--- src/rtl/bus_access_arbiter.sv ---
// -----------------------------------------------------------------------------
// bus_access_arbiter
//   Arbitrates a CPU and a DMA requester onto one shared bus that reaches a
//   data-memory region and an I/O region. A single winner is latched in IDLE,
//   the selected region is strobed for 1+W cycles in ACCESS, and completion is
//   signalled in DONE. All outputs are registered.
//
//   Build option: BUS_ARB_ROUND_ROBIN_EN
//     defined   -> simultaneous requests alternate (last-grant pointer kept)
//     undefined -> CPU always wins simultaneous requests
//
// Ports
//   clk, reset                      clock, asynchronous active-low reset
//   cpu_req/we/addr/wdata           CPU request channel
//   dma_req/we/addr/wdata           DMA request channel
//   cpu_gnt, dma_gnt                one-cycle grant pulses
//   cpu_done, dma_done              one-cycle completion pulses
//   rdata                           last captured read data
//   err                             unmapped-address flag, valid with done
//   bus_addr, bus_wdata, bus_rdata  region-relative shared bus
//   mem_cs/we/oe, io_cs/we/oe       region strobes
//   busy                            high whenever not IDLE
// -----------------------------------------------------------------------------
module bus_access_arbiter #(
  parameter int unsigned           DATA_WIDTH     = 8,
  parameter int unsigned           ADDR_WIDTH     = 16,
  parameter logic [ADDR_WIDTH-1:0] MEM_START_ADDR = 16'h0040,
  parameter logic [ADDR_WIDTH-1:0] MEM_STOP_ADDR  = 16'h00BF,
  parameter logic [ADDR_WIDTH-1:0] IO_START_ADDR  = 16'h0000,
  parameter logic [ADDR_WIDTH-1:0] IO_STOP_ADDR   = 16'h003F,
  parameter int unsigned           MEM_WAIT       = 2,
  parameter int unsigned           IO_WAIT        = 0
) (
  input  logic                  clk,
  input  logic                  reset,
  input  logic                  cpu_req,
  input  logic                  cpu_we,
  input  logic [ADDR_WIDTH-1:0] cpu_addr,
  input  logic [DATA_WIDTH-1:0] cpu_wdata,
  input  logic                  dma_req,
  input  logic                  dma_we,
  input  logic [ADDR_WIDTH-1:0] dma_addr,
  input  logic [DATA_WIDTH-1:0] dma_wdata,
  output logic                  cpu_gnt,
  output logic                  dma_gnt,
  output logic                  cpu_done,
  output logic                  dma_done,
  output logic [DATA_WIDTH-1:0] rdata,
  output logic                  err,
  output logic [ADDR_WIDTH-1:0] bus_addr,
  output logic [DATA_WIDTH-1:0] bus_wdata,
  input  logic [DATA_WIDTH-1:0] bus_rdata,
  output logic                  mem_cs,
  output logic                  mem_we,
  output logic                  mem_oe,
  output logic                  io_cs,
  output logic                  io_we,
  output logic                  io_oe,
  output logic                  busy
);

  typedef enum logic [1:0] {ST_IDLE = 2'd0, ST_ACCESS = 2'd1, ST_DONE = 2'd2} state_t;
  typedef enum logic [1:0] {RG_NONE = 2'd0, RG_MEM = 2'd1, RG_IO = 2'd2} region_t;

  localparam logic OWN_CPU = 1'b0;
  localparam logic OWN_DMA = 1'b1;

  // Inclusive range test written as an offset compare so a zero start
  // address does not produce a constant comparison.
  function automatic logic in_range(input logic [ADDR_WIDTH-1:0] a,
                                    input logic [ADDR_WIDTH-1:0] lo,
                                    input logic [ADDR_WIDTH-1:0] hi);
    return ((a - lo) <= (hi - lo));
  endfunction

  function automatic region_t decode_region(input logic [ADDR_WIDTH-1:0] a);
    if (in_range(a, MEM_START_ADDR, MEM_STOP_ADDR)) return RG_MEM;
    else if (in_range(a, IO_START_ADDR, IO_STOP_ADDR)) return RG_IO;
    else return RG_NONE;
  endfunction

  state_t                  state_q, state_d;
  region_t                 region_q, region_d;
  logic [3:0]              cnt_q, cnt_d;
  logic                    owner_q, owner_d;
  logic [ADDR_WIDTH-1:0]   addr_q, addr_d;
  logic                    we_q, we_d;
  logic [DATA_WIDTH-1:0]   wdata_q, wdata_d;
  logic [DATA_WIDTH-1:0]   rdata_q, rdata_d;
  logic                    pick_dma;
`ifdef BUS_ARB_ROUND_ROBIN_EN
  logic                    last_q, last_d;
`endif

  logic                    cpu_gnt_q, cpu_gnt_d, dma_gnt_q, dma_gnt_d;
  logic                    cpu_done_q, cpu_done_d, dma_done_q, dma_done_d;
  logic                    err_q, err_d, busy_q, busy_d;
  logic                    mem_cs_q, mem_cs_d, mem_we_q, mem_we_d, mem_oe_q, mem_oe_d;
  logic                    io_cs_q, io_cs_d, io_we_q, io_we_d, io_oe_q, io_oe_d;
  logic [ADDR_WIDTH-1:0]   bus_addr_q, bus_addr_d;
  logic [DATA_WIDTH-1:0]   bus_wdata_q, bus_wdata_d;

  // Next-state, latched-transaction and registered-output computation.
  always_comb begin
    state_d  = state_q;
    region_d = region_q;
    cnt_d    = cnt_q;
    owner_d  = owner_q;
    addr_d   = addr_q;
    we_d     = we_q;
    wdata_d  = wdata_q;
    rdata_d  = rdata_q;
    pick_dma = 1'b0;
`ifdef BUS_ARB_ROUND_ROBIN_EN
    last_d   = last_q;
`endif

    case (state_q)
      ST_IDLE: begin
        if (cpu_req || dma_req) begin
          if (cpu_req && dma_req) begin
`ifdef BUS_ARB_ROUND_ROBIN_EN
            pick_dma = (last_q == OWN_CPU);
`else
            pick_dma = 1'b0;
`endif
          end else begin
            pick_dma = dma_req;
          end
          owner_d  = pick_dma ? OWN_DMA : OWN_CPU;
          addr_d   = pick_dma ? dma_addr : cpu_addr;
          we_d     = pick_dma ? dma_we : cpu_we;
          wdata_d  = pick_dma ? dma_wdata : cpu_wdata;
          region_d = decode_region(addr_d);
          case (region_d)
            RG_MEM:  cnt_d = 4'(MEM_WAIT);
            RG_IO:   cnt_d = 4'(IO_WAIT);
            default: cnt_d = 4'd0;
          endcase
`ifdef BUS_ARB_ROUND_ROBIN_EN
          last_d   = owner_d;
`endif
          state_d  = ST_ACCESS;
        end else begin
          state_d = ST_IDLE;
        end
      end
      ST_ACCESS: begin
        if (cnt_q == 4'd0) begin
          // Unmapped reads leave rdata untouched: nothing drove the bus.
          if (!we_q && (region_q != RG_NONE)) begin
            rdata_d = bus_rdata;
          end else begin
            rdata_d = rdata_q;
          end
          state_d = ST_DONE;
        end else begin
          cnt_d = cnt_q - 4'd1;
        end
      end
      ST_DONE: begin
        state_d = ST_IDLE;
      end
      default: begin
        state_d = ST_IDLE;
      end
    endcase

    // Outputs are registered from the next-state view so they line up
    // with the state they describe.
    cpu_gnt_d  = (state_q == ST_IDLE) && (state_d == ST_ACCESS) && (owner_d == OWN_CPU);
    dma_gnt_d  = (state_q == ST_IDLE) && (state_d == ST_ACCESS) && (owner_d == OWN_DMA);
    cpu_done_d = (state_d == ST_DONE) && (owner_d == OWN_CPU);
    dma_done_d = (state_d == ST_DONE) && (owner_d == OWN_DMA);
    err_d      = (state_d == ST_DONE) && (region_d == RG_NONE);
    busy_d     = (state_d != ST_IDLE);
    mem_cs_d   = (state_d == ST_ACCESS) && (region_d == RG_MEM);
    mem_we_d   = mem_cs_d && we_d;
    mem_oe_d   = mem_cs_d && !we_d;
    io_cs_d    = (state_d == ST_ACCESS) && (region_d == RG_IO);
    io_we_d    = io_cs_d && we_d;
    io_oe_d    = io_cs_d && !we_d;
    if (mem_cs_d) begin
      bus_addr_d  = addr_d - MEM_START_ADDR;
      bus_wdata_d = wdata_d;
    end else if (io_cs_d) begin
      bus_addr_d  = addr_d - IO_START_ADDR;
      bus_wdata_d = wdata_d;
    end else begin
      bus_addr_d  = {ADDR_WIDTH{1'b0}};
      bus_wdata_d = {DATA_WIDTH{1'b0}};
    end
  end

  // State, transaction latch and output registers.
  always_ff @(posedge clk or negedge reset) begin
    if (!reset) begin
      state_q     <= ST_IDLE;
      region_q    <= RG_NONE;
      cnt_q       <= 4'd0;
      owner_q     <= OWN_CPU;
      addr_q      <= {ADDR_WIDTH{1'b0}};
      we_q        <= 1'b0;
      wdata_q     <= {DATA_WIDTH{1'b0}};
      rdata_q     <= {DATA_WIDTH{1'b0}};
`ifdef BUS_ARB_ROUND_ROBIN_EN
      last_q      <= OWN_DMA;
`endif
      cpu_gnt_q   <= 1'b0;
      dma_gnt_q   <= 1'b0;
      cpu_done_q  <= 1'b0;
      dma_done_q  <= 1'b0;
      err_q       <= 1'b0;
      busy_q      <= 1'b0;
      mem_cs_q    <= 1'b0;
      mem_we_q    <= 1'b0;
      mem_oe_q    <= 1'b0;
      io_cs_q     <= 1'b0;
      io_we_q     <= 1'b0;
      io_oe_q     <= 1'b0;
      bus_addr_q  <= {ADDR_WIDTH{1'b0}};
      bus_wdata_q <= {DATA_WIDTH{1'b0}};
    end else begin
      state_q     <= state_d;
      region_q    <= region_d;
      cnt_q       <= cnt_d;
      owner_q     <= owner_d;
      addr_q      <= addr_d;
      we_q        <= we_d;
      wdata_q     <= wdata_d;
      rdata_q     <= rdata_d;
`ifdef BUS_ARB_ROUND_ROBIN_EN
      last_q      <= last_d;
`endif
      cpu_gnt_q   <= cpu_gnt_d;
      dma_gnt_q   <= dma_gnt_d;
      cpu_done_q  <= cpu_done_d;
      dma_done_q  <= dma_done_d;
      err_q       <= err_d;
      busy_q      <= busy_d;
      mem_cs_q    <= mem_cs_d;
      mem_we_q    <= mem_we_d;
      mem_oe_q    <= mem_oe_d;
      io_cs_q     <= io_cs_d;
      io_we_q     <= io_we_d;
      io_oe_q     <= io_oe_d;
      bus_addr_q  <= bus_addr_d;
      bus_wdata_q <= bus_wdata_d;
    end
  end

  assign cpu_gnt   = cpu_gnt_q;
  assign dma_gnt   = dma_gnt_q;
  assign cpu_done  = cpu_done_q;
  assign dma_done  = dma_done_q;
  assign rdata     = rdata_q;
  assign err       = err_q;
  assign busy      = busy_q;
  assign mem_cs    = mem_cs_q;
  assign mem_we    = mem_we_q;
  assign mem_oe    = mem_oe_q;
  assign io_cs     = io_cs_q;
  assign io_we     = io_we_q;
  assign io_oe     = io_oe_q;
  assign bus_addr  = bus_addr_q;
  assign bus_wdata = bus_wdata_q;

endmodule

--- config.mk ---
export PLATFORM = sky130hd
export DESIGN_NAME = bus_access_arbiter
export DESIGN_NICKNAME = d
export VERILOG_FILES = /design/src/rtl/bus_access_arbiter.sv
export SDC_FILE = /design/constraint.sdc
export NUM_CORES = 1
export LEC_CHECK = 0
export CORE_UTILIZATION = 60
export DETAILED_ROUTE_END_ITERATION = 8
export DONT_BUFFER_PORTS = 1
export GPL_TIMING_DRIVEN = 0
export PLACE_DENSITY_LB_ADDON = 0.3
export SETUP_SLACK_MARGIN = 0.02
export SLEW_MARGIN = 40
export SYNTH_ARGS = -nofsm -noshare
export SYNTH_HDL_FRONTEND = slang
export SYNTH_SLANG_ARGS = --single-unit
--- constraint.sdc ---
create_clock -name clk -period 5.7 [get_ports clk]
set_input_delay 0.285 -clock clk [delete_from_list [all_inputs] [get_ports clk]]
set_output_delay 0.285 -clock clk [all_outputs]
set_load 0.05 [all_outputs]
* Word-level counts from Yosys, hierarchy flattened
Cells that the tools add are included.
** Operators by class
- Equal/unequal tests :: 8
- Multiply operators :: 0
- Reduce and logical (&&, ||, !) cells :: 25
- Bitwise logic cells :: 1
- Multiplexer cells :: 32
- Magnitude comparators :: 2
- Add/sub/neg operators :: 3
- Div/mod/pow operators :: 0
- Shifts and indexed selects :: 0
** Operator list (number)
- 16-bit 2-to-1 mux :: 5
- 8-bit 2-to-1 mux :: 5
- 16-bit by 7-bit subtractor with 16-bit output, second input constant :: 2
- 16-bit by 6-bit <= comparator with 1-bit output, second input constant :: 1
- 16-bit by 7-bit <= comparator with 1-bit output, second input constant :: 1
- 2-bit 2-to-1 mux :: 8
- 1-bit logical AND :: 14
- 1-bit 2-to-1 mux :: 10
- 2-bit by 1-bit == test with 1-bit output, second input constant :: 4
- 4-bit 2-to-1 mux :: 2
- 4-bit one-hot mux with 2 select lines :: 1
- 3-bit AND reduction :: 2
- 2-bit nonzero test :: 3
- 2-bit == test, second input constant :: 2
- 2-bit logical NOT :: 2
- 4-bit logical NOT :: 1
- 2-bit != test, second input constant :: 2
- 2-bit one-hot mux with 2 select lines :: 1
- 4-bit by 1-bit subtractor with 4-bit output, second input constant :: 1
- 1-bit logical NOT :: 2
- 1-bit logical OR :: 1
- 1-bit NOT :: 1
** Word-level totals
- Output and inout bits :: 44
- Memory bits (read-only) :: 0
- RAM bits :: 0
- Latch bits :: 0
- Bits in registers :: 78
- Memories kept :: 0
- Word-level logic and storage cells :: 93

* Depth between registers and ports, before layout
- Depth after elaboration :: 16
- Mapped depth :: 14
- Mapped depth without buffers :: 12

* Worst setup path after synthesis
OpenSTA, ideal clock, no wires.
- Path kind :: register -> register
- Start :: register state_q[1]
- End :: register bus_addr_q[14] (netlist: bus_addr[14])
- Cell stages (with the launch flop) :: 12
- Library setup time :: 0.131 ns
- Data required time :: 5.569 ns
- Path slack :: 2.953 ns
- Path buffers :: 1
- Arrival time :: 2.617 ns
- Path through :: dfrtp_1 or2_2 clkbuf_1 nor2_2 mux2i_4 ha_1 inv_1 o31a_1 nor4_1 and3_1 or3_1 o211ai_1
** On the way
- Word-level cells in the longest chain between the ends :: 6
** RTL lines
- start, declared :: line 82 : state_t state_q, state_d;
- start signal, assigned :: line 224 : state_q <= state_d;
- parallel branches: the longest is 5 deep, another holds 16-bit by 7-bit subtractor with 16-bit output
- 16-bit 2-to-1 mux (*) :: line 183 : if (mem_cs_d) begin
- named net bus_addr_d[14] :: line 100 : logic [ADDR_WIDTH-1:0] bus_addr_q, bus_addr_d;
- end signal, assigned :: line 221 : bus_addr_q <= {ADDR_WIDTH{1'b0}};
- end signal, assigned :: line 247 : bus_addr_q <= bus_addr_d;
- end, declared :: line 100
Mark *: on every way through the listed nets, which the timed path passes.
A chain may end at the register's enable or synchronous reset.

* Worst setup path after layout
Ends and elaborated chain as after synthesis.

==> flow_summary_export.csv <==
group,metric,value,unit
die,die_y,78.8,um
finish,drive_above_1_share,15.8,%
synthesis,synth_fa_ha_area_share,2.12,%
die,core_area,5610,sq um
synthesis,yosys.area_share.simple,15.1,%
global_route,grt_antenna_before_repair,0,
global_route,use_met2,40.2,%
routing,first_pass_iters,4,
synthesis,yosys_warnings,0,
setup_path,critPathKind,"flip-flop to flip-flop",
synthesis,synthMuxAreaShare,10.2,%
synthesis,ys_types,52,
clocking,htreeDepth,3,
clocking,numCtsBuffers,9,
routing,route.detailed.drc,0,
timing,fin_crit,3290,ps
synthesis,synthArstFlopShare,100,%
power,power.density,457,nW/um^2
die,io_pins,106,
power,ir_worst_vdd,0.232,mV
die,dieArea,6210,sq um
timing,finalHoldViolCount,0,
finish,area_growth,8.58,%
synthesis,ys_top_cells_by_area,"dfrtp_1 (55%), mux2i_1 (5.7%), mux2_2 (3.5%), nor2_1 (2.6%), o21ai_0 (2.5%)",
global_route,grt_util_met1,31.2,%
run_status,status,"complete, no violations",
clocking,cts_tree,"built",
synthesis,synth_cells,311,
routing,vias,2432,
global_route,grt_overflow,0,
global_route,use_met3,6.21,%
timing,clock.fmax,0.304,GHz
power,power.total,1.76,mW
place,gp_congestion,0.891,
synthesis,synth_seq_cells,78,
timing,rsz0062_at_grt,"false",
synthesis,synth_most_common_cell,"dfrtp_1",
finish,nets,392,
routing,wl,7.32,mm
routing,ant_nets,0,
finish,fillers,445,
clocking,cts_buffer_depth,2,
synthesis,yosys.area_share.xor_xnor,1.48,%
synthesis,synth-compound-area-share,11.3,%
timing,fin_crit_sh,57.7,%
setup_path,critPathLaunchType,"flip-flop",
finish,fin_area,3850,sq um
routing,wire_per_inst,18.3,um
global_route,grt_pass1_vias,2396,
finish,n_antenna_cell,0,
hold_path,hp-class,"input port to flip-flop",
timing,tightest_slew,692,ps
global_route,grt_pass1_wl,11.5,mm
synthesis,synthesis.nets,379,
synthesis,synth_top_area_share,55.1,%
die,rows,27,
clocking,clk_latency,340,ps
synthesis,synthFlopType,"dfrtp_1",
synthesis,yosys.area.top_type,"dfrtp_1",
setup_path,cp.arrival,3510,ps
synthesis,synthTopCellsByCount,"dfrtp_1 (78), nor2_1 (25), inv_1 (23), mux2i_1 (20), o21ai_0 (18)",
timing,skew,5.06,ps
timing,tns,0,ps
setup_path,end_kind,"flip-flop",
place,hpwlAfterDp,5.22,mm
global_route,globalRouteTotalUtil,24.7,%
clocking,clk_pin_slew,80,ps
place,place_area,3630,sq um
power,power.leakage,1.87,nW
timing,finalSetupViolations,0,
timing,slew_headroom,53.7,%
flow_run,maxCapViolations,0,
place,portBuffers,0,
synthesis,syn_area_per_cell,11.4,sq um
routing,drtIter0Drc,148,
synthesis,synth_edf_count,0,
synthesis,synth_top_family_by_area,"simple AND/OR/NAND/NOR gates",
finish,postLayoutCoreUtil,68.6,%
die,start_util,63.2,%
synthesis,syn-cell-area,3540,sq um
synthesis,synth_seq_area_share,55.1,%
timing,slew_violations,0,
setup_path,cp.required,5930,ps
clocking,cts_sinks,78,
die,die_width,78.8,um
global_route,grt_max_degree,79,
clocking,root_buffer,"clkbuf_8",
global_route,grt-busiest-layer,"met2",
routing,vias_per_cell,6.06,
setup_path,cp_max_fo,10,
[sequential cells by signal, indices dropped and copies added (netlist names), 2 cells and up]
| signal | cells |
|---|---|
| rdata | 8 |
| bus_wdata | 8 |
| region_q | 2 |
| wdata_q | 8 |
| addr_q | 16 |
| bus_addr | 16 |
| state_q | 2 |
| cnt_q | 4 |
[cell families (layout without fill, tap and decap cells)]
logic type | count (synthesis) | count (layout)
adder cells (fa/ha/maj) | 6 | 6
AO/OA/AOI/OAI | 57 | 57
AND/OR/NAND/NOR | 96 | 96
multiplexers | 33 | 33
buffers and inverters | 35 | 53
flip-flops | 78 | 78
XOR/XNOR | 6 | 6
[power breakdown]
group          total [mW]  switching (mW)  leakage, nW  internal (mW)
registers           0.810           0.127         1.03          0.683
clock network       0.366           0.196       0.0893          0.170
logic               0.580           0.370        0.748          0.210
[what timing repair did]
| item | in CTS | in global routing |
|---|---|---|
| endpoints found under the hold margin | 78 | 0 |
| resized for setup | 0 | 0 |
| hold buffers | 2 | 0 |
| buffers inserted | 0 | 0 |
[area by class of cell]
cell class	instances	area [sq um]	area share, %
buffer	11	75.1	1.95
clock buffer	11	141	3.68
clock inverter	5	35.0	0.911
inverter	24	90.1	2.34
multi-input combinational	198	1430	37.1
sequential	78	1950	50.7
tap	72	90.1	2.34
timing repair buffer	2	37.5	0.976
[per-stage QoR]
step / worst slack, ps / cells / hold slack [ps]
after floorplan: 2950 / 311 / -10.6
after global placement: 2540 / 383 / -9.33
after detailed placement: 2500 / 383 / -9.14
after CTS: 2460 / 401 / 75.0
after global routing: 2140 / 401 / 72.1
final: 2410 / 401 / 86.5
[metal layers]
layer	routed length, um	vias up
met2	3700	90
met3	434	10
li1	-	1126
met4	96	0
met5	0	-
met1	3090	1206
[path summary, 6_finish.rpt]
path	start	endpoint	slack, ps	cells past startpoint
worst max-delay path	state_q[1]$_DFF_PN0_	bus_addr[14]$_DFF_PN0_	2410	11
worst min register to register	addr_q[3]$_DFF_PN0_	addr_q[3]$_DFF_PN0_	480	2
min in group asynchronous	reset	cpu_gnt$_DFF_PN0_	490	2
worst min-delay path	bus_rdata[6]	rdata[6]$_DFFE_PN0P_	90	1
max in group asynchronous	reset	wdata_q[6]$_DFF_PN0_	4900	2
worst max register to register	state_q[1]$_DFF_PN0_	bus_addr[14]$_DFF_PN0_	2410	11
[worst max-delay path, cell delays in order (launching register included)]
cell      delay, ps
dfrtp_1         410
or2_2           300
clkbuf_1        220
nor2_2          480
mux2i_4         380
ha_1            210
inv_1            60
o31a_1          330
nor4_1          370
and3_1          240
or3_1           100
o211ai_1         80
[cells in the final DEF (no fill, tap or decap), drive strengths merged, types with 6 or more instances in the layout]
master  instances
nor4            6
nand3           9
mux2i          21
mux2           12
nor2b           8
o21ai          22
nor2           33
dfrtp          78
ha              6
buf             6
clkbuf         17
inv            24
a222oi          8
nand2          15
(Power assumes the default switching activity.)
